`src/rtl/cnn_pkg.sv`:
```
// Shared types and geometry helpers for the 3x3 dilated sliding-window generator.
package cnn_pkg;

  typedef enum logic [1:0] {
    FILL  = 2'd0,
    RUN   = 2'd1,
    FLUSH = 2'd2
  } state_t;

  localparam int unsigned DEF_RATE  = 1;
  localparam int unsigned DEF_WIDTH = 16;

  // Line-store depth and center offset for the default geometry.
  localparam int unsigned D = 2 * DEF_RATE * DEF_WIDTH + 2 * DEF_RATE + 1;
  localparam int unsigned L = DEF_RATE * DEF_WIDTH + DEF_RATE;

  function automatic int unsigned cnn_depth(input int unsigned r, input int unsigned w);
    return 2 * r * w + 2 * r + 1;
  endfunction

  function automatic int unsigned cnn_center(input int unsigned r, input int unsigned w);
    return r * w + r;
  endfunction

  // Offset of tap (i,j) from the newest word in the shift register.
  function automatic int unsigned tap_offset(input int unsigned i, input int unsigned j,
                                             input int unsigned r, input int unsigned w);
    return (2 - i) * r * w + (2 - j) * r;
  endfunction

endpackage

```
`src/rtl/cnn_tap_shift_reg.sv`:
```
// Tapped line-store shift register; presents the 9 window taps as they will be after
// the current shift, so the registered window lines up with the shift that completes it.
module cnn_tap_shift_reg
  import cnn_pkg::*;
#(
  parameter int unsigned DEPTH       = 35,
  parameter int unsigned WIDTH       = 32,
  parameter int unsigned RATE        = 1,
  parameter int unsigned IMAGE_WIDTH = 16
) (
  input  logic               clk,
  input  logic               shift_en,
  input  logic               zero_shift,
  input  logic [WIDTH-1:0]   din,
  output logic [9*WIDTH-1:0] taps
);

  if (DEPTH < cnn_depth(RATE, IMAGE_WIDTH)) begin : g_bad_depth
    $error("cnn_tap_shift_reg: DEPTH too small for RATE/IMAGE_WIDTH");
  end

  logic [WIDTH-1:0] sr [DEPTH];
  logic [WIDTH-1:0] incoming;

  assign incoming = zero_shift ? '0 : din;

  // Word 0 is the newest; storage is intentionally not reset.
  always_ff @(posedge clk) begin
    if (shift_en) begin
      sr[0] <= incoming;
      for (int unsigned k = 1; k < DEPTH; k++) begin
        sr[k] <= sr[k-1];
      end
    end
  end

  for (genvar t = 0; t < 9; t++) begin : g_tap
    localparam int unsigned OFF = tap_offset(int'(t / 3), int'(t % 3), RATE, IMAGE_WIDTH);
    if (OFF == 0) begin : g_new
      assign taps[t*WIDTH +: WIDTH] = incoming;
    end else begin : g_old
      assign taps[t*WIDTH +: WIDTH] = sr[OFF-1];
    end
  end

endmodule

```
`src/rtl/cnn_window_3x3_gen.sv`:
```
// 3x3 dilated sliding-window generator for a raster pixel stream, plane after plane.
// CNN_WIN_3X3_PAD_EN selects zero-padded "same" output with end-of-plane flush; otherwise "valid" mode.
module cnn_window_3x3_gen
  import cnn_pkg::*;
#(
  parameter int unsigned DATA_WIDTH     = 32,
  parameter int unsigned IMAGE_WIDTH    = 16,
  parameter int unsigned IMAGE_HEIGHT   = 16,
  parameter int unsigned KERNEL         = 3,
  parameter int unsigned RATE           = 1,
  parameter int unsigned CHANNEL_NUM_IN = 4
) (
  input  logic                    clk,
  input  logic                    reset,
  input  logic                    valid_in,
  input  logic [DATA_WIDTH-1:0]   pxl_in,
  output logic                    ready_in,
  output logic [9*DATA_WIDTH-1:0] window_out,
  output logic                    valid_out,
  output logic                    last_out
);

  if (KERNEL != 3) begin : g_bad_kernel
    $error("cnn_window_3x3_gen: KERNEL must be 3");
  end
  if (2 * RATE >= IMAGE_WIDTH || 2 * RATE >= IMAGE_HEIGHT) begin : g_bad_rate
    $error("cnn_window_3x3_gen: 2*RATE must be below min(IMAGE_WIDTH, IMAGE_HEIGHT)");
  end

  localparam int unsigned HW     = IMAGE_WIDTH * IMAGE_HEIGHT;
  localparam int unsigned DEPTH  = cnn_depth(RATE, IMAGE_WIDTH);
  localparam int unsigned CENTER = cnn_center(RATE, IMAGE_WIDTH);
  localparam int unsigned IDX_W  = $clog2(HW);
  localparam int unsigned CH_W   = (CHANNEL_NUM_IN > 1) ? $clog2(CHANNEL_NUM_IN) : 1;
  localparam int unsigned ROW_W  = $clog2(IMAGE_HEIGHT);
  localparam int unsigned COL_W  = $clog2(IMAGE_WIDTH);

  state_t                  state, state_n;
  logic [IDX_W-1:0]        in_idx;
  logic [CH_W-1:0]         ch;
  logic [ROW_W-1:0]        out_row;
  logic [COL_W-1:0]        out_col;
  logic                    accept, shift, zero_shift, advance, emit, plane_done, last_center;
  logic [9*DATA_WIDTH-1:0] taps, win_next;

  assign accept = valid_in && ready_in;

`ifdef CNN_WIN_3X3_PAD_EN
  localparam int unsigned FL_W = $clog2(CENTER);
  logic [FL_W-1:0] flush_cnt;

  assign ready_in = (state != FLUSH);
`else
  assign ready_in = 1'b1;
`endif

  always_comb begin
    state_n    = state;
    shift      = 1'b0;
    zero_shift = 1'b0;
    advance    = 1'b0;
    plane_done = 1'b0;
    case (state)
      FILL: begin
        if (accept) begin
          shift = 1'b1;
          if (in_idx == IDX_W'(CENTER - 1)) state_n = RUN;
        end
      end
      RUN: begin
        if (accept) begin
          shift   = 1'b1;
          advance = 1'b1;
          if (in_idx == IDX_W'(HW - 1)) begin
`ifdef CNN_WIN_3X3_PAD_EN
            state_n = FLUSH;
`else
            state_n    = FILL;
            plane_done = 1'b1;
`endif
          end
        end
      end
`ifdef CNN_WIN_3X3_PAD_EN
      FLUSH: begin
        shift      = 1'b1;
        zero_shift = 1'b1;
        advance    = 1'b1;
        if (flush_cnt == FL_W'(CENTER - 1)) begin
          state_n    = FILL;
          plane_done = 1'b1;
        end
      end
`endif
      default: state_n = FILL;
    endcase
  end

`ifdef CNN_WIN_3X3_PAD_EN
  assign emit        = advance;
  assign last_center = (ch == CH_W'(CHANNEL_NUM_IN - 1)) &&
                       (out_row == ROW_W'(IMAGE_HEIGHT - 1)) &&
                       (out_col == COL_W'(IMAGE_WIDTH - 1));

  // Zero every tap whose image position lies outside the plane; this also hides stale words.
  always_comb begin
    int row, col;
    win_next = taps;
    for (int unsigned i = 0; i < 3; i++) begin
      for (int unsigned j = 0; j < 3; j++) begin
        row = int'(out_row) + (int'(i) - 1) * int'(RATE);
        col = int'(out_col) + (int'(j) - 1) * int'(RATE);
        if (row < 0 || row >= int'(IMAGE_HEIGHT) || col < 0 || col >= int'(IMAGE_WIDTH)) begin
          win_next[(3*i+j)*DATA_WIDTH +: DATA_WIDTH] = '0;
        end
      end
    end
  end

  always_ff @(posedge clk or negedge reset) begin
    if (!reset) begin
      flush_cnt <= '0;
    end else if (state == FLUSH) begin
      flush_cnt <= (flush_cnt == FL_W'(CENTER - 1)) ? '0 : flush_cnt + 1'b1;
    end
  end
`else
  assign emit        = advance &&
                       (out_row >= ROW_W'(RATE)) && (out_row < ROW_W'(IMAGE_HEIGHT - RATE)) &&
                       (out_col >= COL_W'(RATE)) && (out_col < COL_W'(IMAGE_WIDTH - RATE));
  assign last_center = (ch == CH_W'(CHANNEL_NUM_IN - 1)) &&
                       (out_row == ROW_W'(IMAGE_HEIGHT - RATE - 1)) &&
                       (out_col == COL_W'(IMAGE_WIDTH - RATE - 1));
  assign win_next    = taps;
`endif

  cnn_tap_shift_reg #(
    .DEPTH      (DEPTH),
    .WIDTH      (DATA_WIDTH),
    .RATE       (RATE),
    .IMAGE_WIDTH(IMAGE_WIDTH)
  ) u_shift_reg (
    .clk       (clk),
    .shift_en  (shift),
    .zero_shift(zero_shift),
    .din       (pxl_in),
    .taps      (taps)
  );

  always_ff @(posedge clk or negedge reset) begin
    if (!reset) begin
      state      <= FILL;
      in_idx     <= '0;
      ch         <= '0;
      out_row    <= '0;
      out_col    <= '0;
      valid_out  <= 1'b0;
      last_out   <= 1'b0;
      window_out <= '0;
    end else begin
      state <= state_n;
      if (plane_done) begin
        in_idx  <= '0;
        out_row <= '0;
        out_col <= '0;
        ch      <= (ch == CH_W'(CHANNEL_NUM_IN - 1)) ? '0 : ch + 1'b1;
      end else begin
        if (shift && !zero_shift) in_idx <= in_idx + 1'b1;
        if (advance) begin
          if (out_col == COL_W'(IMAGE_WIDTH - 1)) begin
            out_col <= '0;
            out_row <= out_row + 1'b1;
          end else begin
            out_col <= out_col + 1'b1;
          end
        end
      end
      valid_out <= emit;
      last_out  <= emit && last_center;
      if (emit) window_out <= win_next;
    end
  end

endmodule
```
`config.mk`:
```
export PLATFORM = sky130hd
export DESIGN_NAME = cnn_window_3x3_gen
export DESIGN_NICKNAME = d
export VERILOG_FILES = /design/src/rtl/cnn_pkg.sv /design/src/rtl/cnn_tap_shift_reg.sv /design/src/rtl/cnn_window_3x3_gen.sv
export SDC_FILE = /design/constraint.sdc
export NUM_CORES = 1
export LEC_CHECK = 0
export CAP_MARGIN = 10
export CORE_MARGIN = 2
export CORE_UTILIZATION = 60
export CTS_BUF_LIST = sky130_fd_sc_hd__clkbuf_8
export CTS_CLUSTER_SIZE = 8
export DETAILED_ROUTE_END_ITERATION = 7
export GPL_ROUTABILITY_DRIVEN = 1
export GPL_TIMING_DRIVEN = 0
export PLACE_DENSITY = 0.85
export REMOVE_ABC_BUFFERS = 1
export SKIP_LAST_GASP = 1
export SYNTH_ARGS = -nofsm -noshare
export SYNTH_HDL_FRONTEND = slang
export SYNTH_HIERARCHICAL = 1
export SYNTH_SLANG_ARGS = --single-unit
```
`constraint.sdc`:
```
create_clock -name clk -period 2.85 [get_ports clk]
set_input_delay 0.285 -clock clk [delete_from_list [all_inputs] [get_ports clk]]
set_output_delay 0.285 -clock clk [all_outputs]
set_load 0.01 [all_outputs]
```
==> results of run 1 <==
how the worst max path moves through the flow:
| stage | startpoint | endpoint | slack, ns | depth (start not counted) |
|---|---|---|---|---|
| after floorplan | out_col[1] | window_out[0] | -6.50 | 6 |
| after global placement | valid_in | window_out[1] | -52.75 | 5 |
| after detailed placement | valid_in | window_out[137] | -0.82 | 8 |
| after CTS | out_row[0] | window_out[190] | 0.06 | 8 |
| after global routing | out_col[1] | window_out[190] | 0.06 | 8 |
| final | out_col[1] | window_out[190] | 0.17 | 8 |
cells in the mapped netlist, drive strengths merged:
library cell  instances
edfxtp             1088
dfrtp               309
mux2                288
buf                  37
nor2b                32
nand2                19
ha                   11
inv                   8
nand3                 8
nor2                  6
nand4                 5
o21ai                 5
xnor2                 5
nor3                  4
clkbuf                3
nor4b                 3
a21oi                 2
conb                  2
or4                   2
a21o                  1
a22o                  1
a2bb2oi               1
a31oi                 1
a32o                  1
and3                  1
mux2i                 1
nor3b                 1
nor4                  1
o21bai                1
o311ai                1
o31ai                 1
o41ai                 1
or3                   1
xor2                  1
registers in the layout (all words and copies together), names as in the netlist:
register        flops
u_shift_reg/sr   1088
window_out        288
in_idx              8
out_col             4
out_row             4
ch                  2
last_out            1
state               1
valid_out           1
area by class of cell:
cell class | instances | area [um2] | area share [%]
inverters | 8 | 30.0 | 0.0558
well taps | 969 | 1210 | 2.25
multi-input cells | 411 | 4420 | 8.21
clock buffers | 232 | 3190 | 5.93
flip-flops and latches | 1397 | 40400 | 75.1
repair buffers | 345 | 3770 | 7.01
clock inverters | 167 | 795 | 1.48
kinds of logic after synthesis:
kind of cell | after synthesis
DFF | 1397
muxes | 289
and+or+nand+nor | 83
buffers and inverters | 48
AOI/OAI and AO/OA | 16
adders and majority gates | 11
xor gates and xnor gates | 6
other | 2
layer usage:
metal  vias to the layer above  share of wire, %  GRT usage, %  routed length [um]
li1                       8247                 -             -                   -
met1                      9257                42          22.0               27300
met2                       539                49          26.9               32000
met3                       104               7.9          6.84                5190
met4                         0               1.7          6.17                1150
met5                         -                 0             0                   0
through the flow:
stage	instance area (um2)	utilization (%)	total power [mW]	worst slack, ns
2_1_floorplan	44800	-	27.1	-6.50
3_3_place_gp	49300	66.2	29.6	-52.75
3_5_place_dp	49800	66.8	29.1	-0.819
4_1_cts	53800	72.3	44.1	0.0604
5_1_grt	53800	72.3	45.4	0.0592
6_report	53800	72.3	43.5	0.165
worst max-delay path, stage by stage, from the launching register on:
cell and delay, ns:
dfrtp_1 0.43, inv_1 0.10, ha_1 0.20, nor4b_1 0.34, nor3_2 0.12, nand2_4 0.24
buf_16 0.28, buf_16 0.33, mux2_2 0.39
power breakdown:
group          switching (mW)  internal [mW]  total, mW
Combinational            1.82           2.33       4.15
Sequential              0.766           23.8       24.6
Clock                    7.24           7.55       14.8
what timing repair did:
action,in CTS,in global routing
hold endpoints to repair,153,0
resized for setup,0,1
hold buffers,5,0
endpoints found under the setup margin,0,64
==> flow_summary_export.csv, run 1 <==
group,metric,value,unit
synthesis,synth_top_family_by_area,"multiplexers",
sta,finalCritPeriodShare,94.2,%
die,rows,100,
clock_tree,h-tree-depth,4,
route,vias_per_cell,5.14,
synthesis,synth_cells,1852,
die,start_util,60.6,%
synthesis,synth_top_area_share,72.4,%
sta,finalSetupViolCount,0,
sta,setup_tns,0,ns
clock_tree,numCtsBuffers,210,
cells_and_area,layout_commonest_cell,"edfxtp_1",
synthesis,synth_top_cell_by_area,"edfxtp_1",
clock_tree,clock_sinks,1397,
synthesis,ys_ff_latch,1397,
sta,holdWs,0.0804,ns
route,wl_per_cell,18.6,um
synthesis,ys_seq_area_share,89.6,%
hold_path,hold_path.class,"primary input to asynchronous set/reset pin",
cells_and_area,final_cell_mix,"edfxtp_1 (1088), clkdlybuf4s50_1 (322), dfrtp_1 (309)",
clock_tree,post-cts-setup-buffers,0,
cells_and_area,drive_above_1_share,22.0,%
grt,grt_util_all_layers,17.2,%
clock_tree,cts.path.max_buffers,3,
setup_path,timing.rr.end,"window_out[190]",
sta,slew_headroom,42.4,%
cells_and_area,fill_cells,4115,
route,antenna_left,0,
cells_and_area,nNetsFinal,2419,
die,ios,326,
grt,grt_pass1_vias,19600,
setup_path,crit_type,"flip-flop to flip-flop",
clock_tree,insertion_delay,0.82,ns
sta,skew,0.0424,ns
die,chipHeight,278,um
cells_and_area,area_growth,19.3,%
synthesis,synth_mux_area_share,8.03,%
synthesis,syn_area,45100,um2
synthesis,synth_simple_gate_area_share,1.03,%
die,die_area,77400,um2
grt,antenna_found_initial,0,
sta,max_slew.worst_pin.slew,0.857,ns
run,maxCapViolations,0,
sta,clock.fmax,0.372,GHz
setup_path,worstReg2RegStart,"out_col[1]",
power_and_ir_drop,leakage,21.2,nW
sta,post-route-min-period,2.68,ns
placed_design,placedCellCount,3125,
synthesis,synth_area_leaders,"edfxtp_1 (72%), dfrtp_1 (17%), mux2_2 (4.7%)",
route,drt_wl_total,65700,um
synthesis,yosysWarningCount,6,
power_and_ir_drop,peakVddDrop,0.000557,V
synthesis,netlist-cell-type-count,38,
sta,slew_viol_final,0,
synthesis,synth_compound_gate_area_share,0.241,%
sta,final_hold_viol_count,0,
route,drt_iter0_markers,1276,
placed_design,dp_hpwl,36400,um
sta,rsz0062_at_grt,"no",
clock_tree,cts.reportedPaths.clkPinSlew,0.06,ns
die,coreArea,74400,um2
route,dr_total_vias,18100,
placed_design,place.port_buffers,324,
clock_tree,root_buffer,"clkbuf_8",
setup_path,cp-start-kind,"flip-flop",
power_and_ir_drop,powerDensity,808,nW/um2
die,chipWidth,278,um
run_status,outcome,"finished clean",
route,drtPass1Iterations,7,
setup_path,endpoint_kind,"flip-flop",
synthesis,synthAdderAreaFrac,0.305,%
setup_path,r2r_slack,0.17,ns
setup_path,crit_arrival,3.35,ns
route,drc_errors,0,
setup_path,reg2reg_depth,8,
clock_tree,cts_tree,"yes",
setup_path,cp_data_required_time,3.51,ns
grt,grt_max_degree,139,
synthesis,syn_avg_cell_area,24.4,um2
grt,grt_pass1_wl,104000,um
placed_design,gp_congestion,0.756,
cells_and_area,antennaDiodeCount,0,
grt,grt-ovfl-total,0,
setup_path,crit_path_max_fanout,44,
cells_and_area,finalNonFillerCells,3529,
synthesis,synth_xor_area_share,0.117,%
No activity file was read; power rests on OpenSTA's default activity.
==> inputs of run 2 (changes only) <==
Settings changed: CELL_PAD_IN_SITES_DETAIL_PLACEMENT set to 0, CELL_PAD_IN_SITES_GLOBAL_PLACEMENT set to 2, CORE_UTILIZATION 60 to 48, CTS_CLUSTER_DIAMETER set to 150, SKIP_LAST_GASP 1 to not set.
==> flow_summary_export.csv, run 2 (synthesis gave the netlist of run 1 again) <==
group,metric,value,unit
run_status,outcome,"finished clean",
cells_and_area,largest_reg_flops,1088,
setup_path,cp-start-kind,"flip-flop",
clock_tree,numCtsBuffers,192,
clock_tree,cts.path.max_buffers,3,
sta,slew_viol_final,0,
setup_path,crit_arrival,3.43,ns
clock_tree,root_buffer,"clkbuf_8",
setup_path,crit_path_max_fanout,27,
route,drt_iter0_markers,1482,
sta,setup_tns,0,ns
clock_tree,cts.reportedPaths.clkPinSlew,0.06,ns
setup_path,crit_family,"buffers and inverters",
placed_design,dp_hpwl,34200,um
power_and_ir_drop,clkPwrFrac,31.6,%
die,ios,326,
power_and_ir_drop,p_comb_share,10.1,%
grt,grt_pass1_vias,19200,
sta,final_hold_viol_count,0,
setup_path,crit_buf_inv,4,
power_and_ir_drop,peakVddDrop,0.000476,V
die,start_util,48.4,%
die,chipWidth,311,um
route,drtPass1Iterations,5,
cells_and_area,area_growth,19.2,%
sta,holdWs,0.0767,ns
power_and_ir_drop,powerDensity,783,nW/um2
cells_and_area,final_cell_mix,"edfxtp_1 (1088), clkdlybuf4s50_1 (322), dfrtp_1 (309)",
hold_path,hold_path.class,"primary input to asynchronous set/reset pin",
grt,grt_util_all_layers,13.6,%
grt,grt-ovfl-total,0,
setup_path,endpoint_kind,"flip-flop",
power_and_ir_drop,leakage,21.0,nW
grt,grt_pass1_wl,104000,um
die,rows,112,
cells_and_area,largest-register,"u_shift_reg/sr",
sta,skew,0.0216,ns
grt,grt_max_degree,176,
cells_and_area,fin_util,57.7,%
cells_and_area,nNetsFinal,2408,
sta,max_slew.worst_pin.slew,0.936,ns
route,wl_per_cell,17.4,um
die,coreArea,93200,um2
sta,clock.fmax,0.364,GHz
sta,post-route-min-period,2.75,ns
grt,antenna_found_initial,0,
setup_path,crit_chain,"inv_1 -> ha_1 -> nor4b_2 -> nor3_4 -> nand2_8 -> buf_16 -> buf_16 -> clkbuf_16 -> mux2_2",
power_and_ir_drop,netSwitchingFraction,22.6,%
sta,finalCritPeriodShare,96.3,%
setup_path,cp_slowest_cell,"dfrtp_1",
cells_and_area,finalInstanceArea,53800,um2
cells_and_area,top_regs,"u_shift_reg/sr x1088, window_out x288, in_idx x8",
setup_path,critPathMostFrequentCell,"buf_16",
setup_path,cp_data_required_time,3.54,ns
sta,worst_slack,0.105,ns
route,drt_wl_total,65800,um
placed_design,dp_slack,-1.51,ns
clock_tree,clock_sinks,1397,
die,chipHeight,311,um
setup_path,slowest_delay,0.45,ns
clock_tree,insertion_delay,0.81,ns
route,antenna_left,0,
cells_and_area,antennaDiodeCount,0,
setup_path,crit_type,"flip-flop to flip-flop",
cells_and_area,drive_above_1_share,21.0,%
sta,rsz0062_at_grt,"no",
clock_tree,cts_tree,"yes",
placed_design,place.port_buffers,324,
power_and_ir_drop,p_sw,9.52,mW
power_and_ir_drop,seq_power_share,58.2,%
cells_and_area,layout_commonest_cell,"edfxtp_1",
sta,slew_headroom,37.6,%
route,vias_per_cell,4.75,
power_and_ir_drop,intPower,32.6,mW
clock_tree,h-tree-depth,4,
route,drc_errors,0,
run,maxCapViolations,0,
placed_design,gp_congestion,0.733,
placed_design,place_area,50100,um2
sta,finalSetupViolCount,0,
route,dr_total_vias,17900,
die,die_area,96400,um2
## run 2: changes by cell type in the layout (fill, tap and decap cells not counted), sizes merged
cell         previous run  this run
buf                    20        22
bufbuf                  0         3
clkbuf                232       198
clkinv                 11         3
clkinvlp                2         5
dlygate4sd3             3         2
inv                   162       158
nand2                  19        21
## run 2: per-layer routing
| layer | global-route usage [%] | vias up | part of all wire [%] |
|---|---|---|---|
| met4 | 5.16 | 0 | 2.0 |
| met3 | 5.83 | 114 | 8.8 |
| met2 | 19.8 | 534 | 45 |
| met1 | 18.2 | 9099 | 44 |
| li1 | - | 8192 | - |
| met5 | 0 | - | 0 |
## run 2: worst paths after layout
check,from,end,slack (ns),cells past startpoint
max in group asynchronous,reset,window_out[100],1.28,5
min reg2reg,u_shift_reg/sr[14][30],u_shift_reg/sr[15][30],0.40,0
min in group clk,valid_in,in_idx[6],0.08,4
max,out_row[1],window_out[46],0.10,9
max reg2reg,out_row[1],window_out[46],0.10,9
min,reset,window_out[44],0.08,3
## run 2: timing repair
action	in CTS	in global routing
endpoints found under the hold margin	230	60
endpoints found under the setup margin	194	54
buffers inserted	1	1
resized for setup	7	1
hold buffers	1	4
gates cloned	5	1
pin swaps	1	0
## run 2: power by group through the flow
stage	sequential (mW)	clock (mW)	combinational (mW)
4_1_cts	24.5	14.0	4.31
3_3_place_gp	25.3	0	4.32
2_1_floorplan	25.0	0	2.09
6_report	24.5	13.3	4.27
5_1_grt	24.7	14.9	4.57
3_5_place_dp	24.9	0	4.13
## run 2: per-stage QoR
step	total power, mW	cells
3_5_place_dp	29.1	3409
6_report	42.1	3777
5_1_grt	44.1	3777
2_1_floorplan	27.1	1816
3_3_place_gp	29.6	3394
4_1_cts	42.8	3771
## run 2: worst register-to-register path, stage by stage, from the launching register on
cell and delay (ns):
dfrtp_1 0.45, inv_1 0.10, ha_1 0.21, nor4b_2 0.36, nor3_4 0.12, nand2_8 0.23
buf_16 0.26, buf_16 0.24, clkbuf_16 0.30, mux2_2 0.37
## run 2: area by class of cell
class | count | area [um2]
Inverter | 8 | 30.0
Tap cell | 1254 | 1570
Clock buffer | 197 | 2710
Multi-Input combinational cell | 413 | 4490
Fill cell | 6817 | 39400
Clock inverter | 158 | 653
Timing Repair Buffer | 350 | 3910
Sequential cell | 1397 | 40400
==> inputs of run 3 (changes only) <==
Settings changed: SKIP_CTS_REPAIR_TIMING set to 1.
==> flow_summary_export.csv, run 3 (synthesis gave the netlist of run 1 again) <==
group,metric,value,unit
die,coreArea,93200,um2
sta,worst_slack,0.0996,ns
power_and_ir_drop,p_sw,9.53,mW
sta,setup_tns,0,ns
sta,skew,0.0214,ns
hold_path,hold_path.class,"primary input to asynchronous set/reset pin",
sta,clock.fmax,0.364,GHz
setup_path,worstReg2RegStart,"out_row[1]",
cells_and_area,antennaDiodeCount,0,
cells_and_area,nNetsFinal,2407,
power_and_ir_drop,intPower,32.6,mW
placed_design,gp_congestion,0.733,
grt,grt_util_all_layers,13.2,%
setup_path,crit_arrival,3.44,ns
run_status,outcome,"finished clean",
grt,grt_pass1_vias,19100,
clock_tree,numCtsBuffers,192,
cells_and_area,drive_above_1_share,20.9,%
power_and_ir_drop,clkPwrFrac,31.7,%
die,ios,326,
clock_tree,clock_sinks,1397,
die,die_area,96400,um2
die,chipWidth,311,um
cells_and_area,final_cell_mix,"edfxtp_1 (1088), clkdlybuf4s50_1 (322), dfrtp_1 (309)",
cells_and_area,multi_input_area,4490,um2
setup_path,crit_path_max_fanout,27,
setup_path,cp_data_required_time,3.53,ns
setup_path,reg2reg_depth,9,
route,vias_per_cell,4.74,
setup_path,crit_path_start,"out_row[1]",
sta,finalCritPeriodShare,96.5,%
cells_and_area,seq_area,40400,um2
sta,max_slew.worst_pin.slew,0.939,ns
setup_path,r2r_slack,0.1,ns
clock_tree,h-tree-depth,4,
sta,finalSetupViolCount,0,
grt,grt_pass1_wl,102000,um
route,wl_per_cell,17.4,um
grt,grt-ovfl-total,0,
route,drc_errors,0,
cells_and_area,largest-register,"u_shift_reg/sr",
die,chipHeight,311,um
run,maxCapViolations,0,
clock_tree,cts.path.max_buffers,3,
sta,final_hold_viol_count,0,
grt,antenna_found_initial,0,
route,drtPass1Iterations,5,
setup_path,timing.rr.end,"window_out[174]",
cells_and_area,layout_commonest_cell,"edfxtp_1",
route,drt_wl_total,65800,um
power_and_ir_drop,p_comb_share,10.1,%
power_and_ir_drop,powerDensity,784,nW/um2
power_and_ir_drop,seq_power_share,58.2,%
setup_path,crit_end,"window_out[174]",
grt,grt_max_degree,176,
cells_and_area,area_growth,19.1,%
sta,slew_viol_final,0,
route,dr_total_vias,17900,
clock_tree,cts_tree,"yes",
setup_path,endpoint_kind,"flip-flop",
setup_path,crit_type,"flip-flop to flip-flop",
clock_tree,insertion_delay,0.82,ns
power_and_ir_drop,peakVddDrop,0.000483,V
setup_path,cp-start-kind,"flip-flop",
die,start_util,48.4,%
route,drt_iter0_markers,1549,
placed_design,dp_slack,-1.51,ns
sta,slew_headroom,37.4,%
cells_and_area,largest_reg_flops,1088,
route,antenna_left,0,
clock_tree,cts.reportedPaths.clkPinSlew,0.06,ns
sta,post-route-min-period,2.75,ns
power_and_ir_drop,leakage,21.0,nW
die,rows,112,
clock_tree,root_buffer,"clkbuf_8",
cells_and_area,top_regs,"u_shift_reg/sr x1088, window_out x288, in_idx x8",
placed_design,place.port_buffers,324,
power_and_ir_drop,netSwitchingFraction,22.6,%
cells_and_area,fill_cells,6826,
placed_design,dp_hpwl,34200,um
## run 3: cell count changes in the layout (fill, tap and decap cells not counted)
cell / before / now
dlygate4sd3_1: 2 / 3
nand2_1: 18 / 17
bufbuf_16: 3 / 0
clkbuf_16: 1 / 4
nand2_2: 0 / 1
buf_4: 2 / 1
buf_12: 1 / 0
## run 3: power by group through the flow
stage | Clock, mW | Sequential, mW | Combinational (mW)
5_1_grt | 14.9 | 24.7 | 4.55
2_1_floorplan | 0 | 25.0 | 2.09
6_report | 13.3 | 24.5 | 4.25
4_1_cts | 14.0 | 24.5 | 4.15
3_5_place_dp | 0 | 24.9 | 4.13
3_3_place_gp | 0 | 25.3 | 4.32
## run 3: area by class of cell
cell class	count	share of cell area (%)
clock buffer	197	5.05
clock inverter	158	1.22
inverter	8	0.0559
multi-input combinational	413	8.36
sequential	1397	75.2
tap	1254	2.92
timing repair buffer	349	7.21
## run 3: worst min-delay path by stage
stage / start / slack (ns) / end
finish: reset / 0.07 / window_out[89]
global route: valid_in / 0.06 / u_shift_reg/sr[0][1]
CTS: reset / -0.59 / window_out[76]
detailed placement: reset / 0.34 / window_out[54]
global placement: u_shift_reg/sr[12][25] / 0.40 / u_shift_reg/sr[13][25]
floorplan: reset / -0.01 / ch[0]
## run 3: routing by layer
| metal | vias to the layer above | part of all wire [%] | track usage [%] |
|---|---|---|---|
| met5 | - | 0 | 0 |
| met4 | 0 | 2.1 | 5.13 |
| met3 | 116 | 8.6 | 5.83 |
| met2 | 520 | 45 | 19.3 |
| met1 | 9091 | 44 | 17.5 |
| li1 | 8186 | - | - |
## run 3: worst max-delay path, cell delays in order, from the launching register on
cell,delay (ns)
dfrtp_1,0.44
inv_1,0.09
ha_1,0.20
nor4b_2,0.36
nor3_4,0.12
nand2_8,0.26
buf_16,0.25
buf_16,0.23
clkbuf_16,0.27
mux2_2,0.36
## run 3: per-stage QoR
| stage | total power [mW] | instances | cell area (um2) | hold slack (ns) | utilization [%] |
|---|---|---|---|---|---|
| 2_1_floorplan | 27.1 | 1816 | 44800 | -0.0106 | - |
| 3_3_place_gp | 29.6 | 3394 | 49700 | 0.400 | 53.3 |
| 3_5_place_dp | 29.1 | 3409 | 50100 | 0.342 | 53.7 |
| 4_1_cts | 42.7 | 3764 | 53500 | -0.585 | 57.4 |
| 5_1_grt | 44.1 | 3776 | 53700 | 0.0619 | 57.7 |
| 6_report | 42.1 | 3776 | 53700 | 0.0743 | 57.7 |
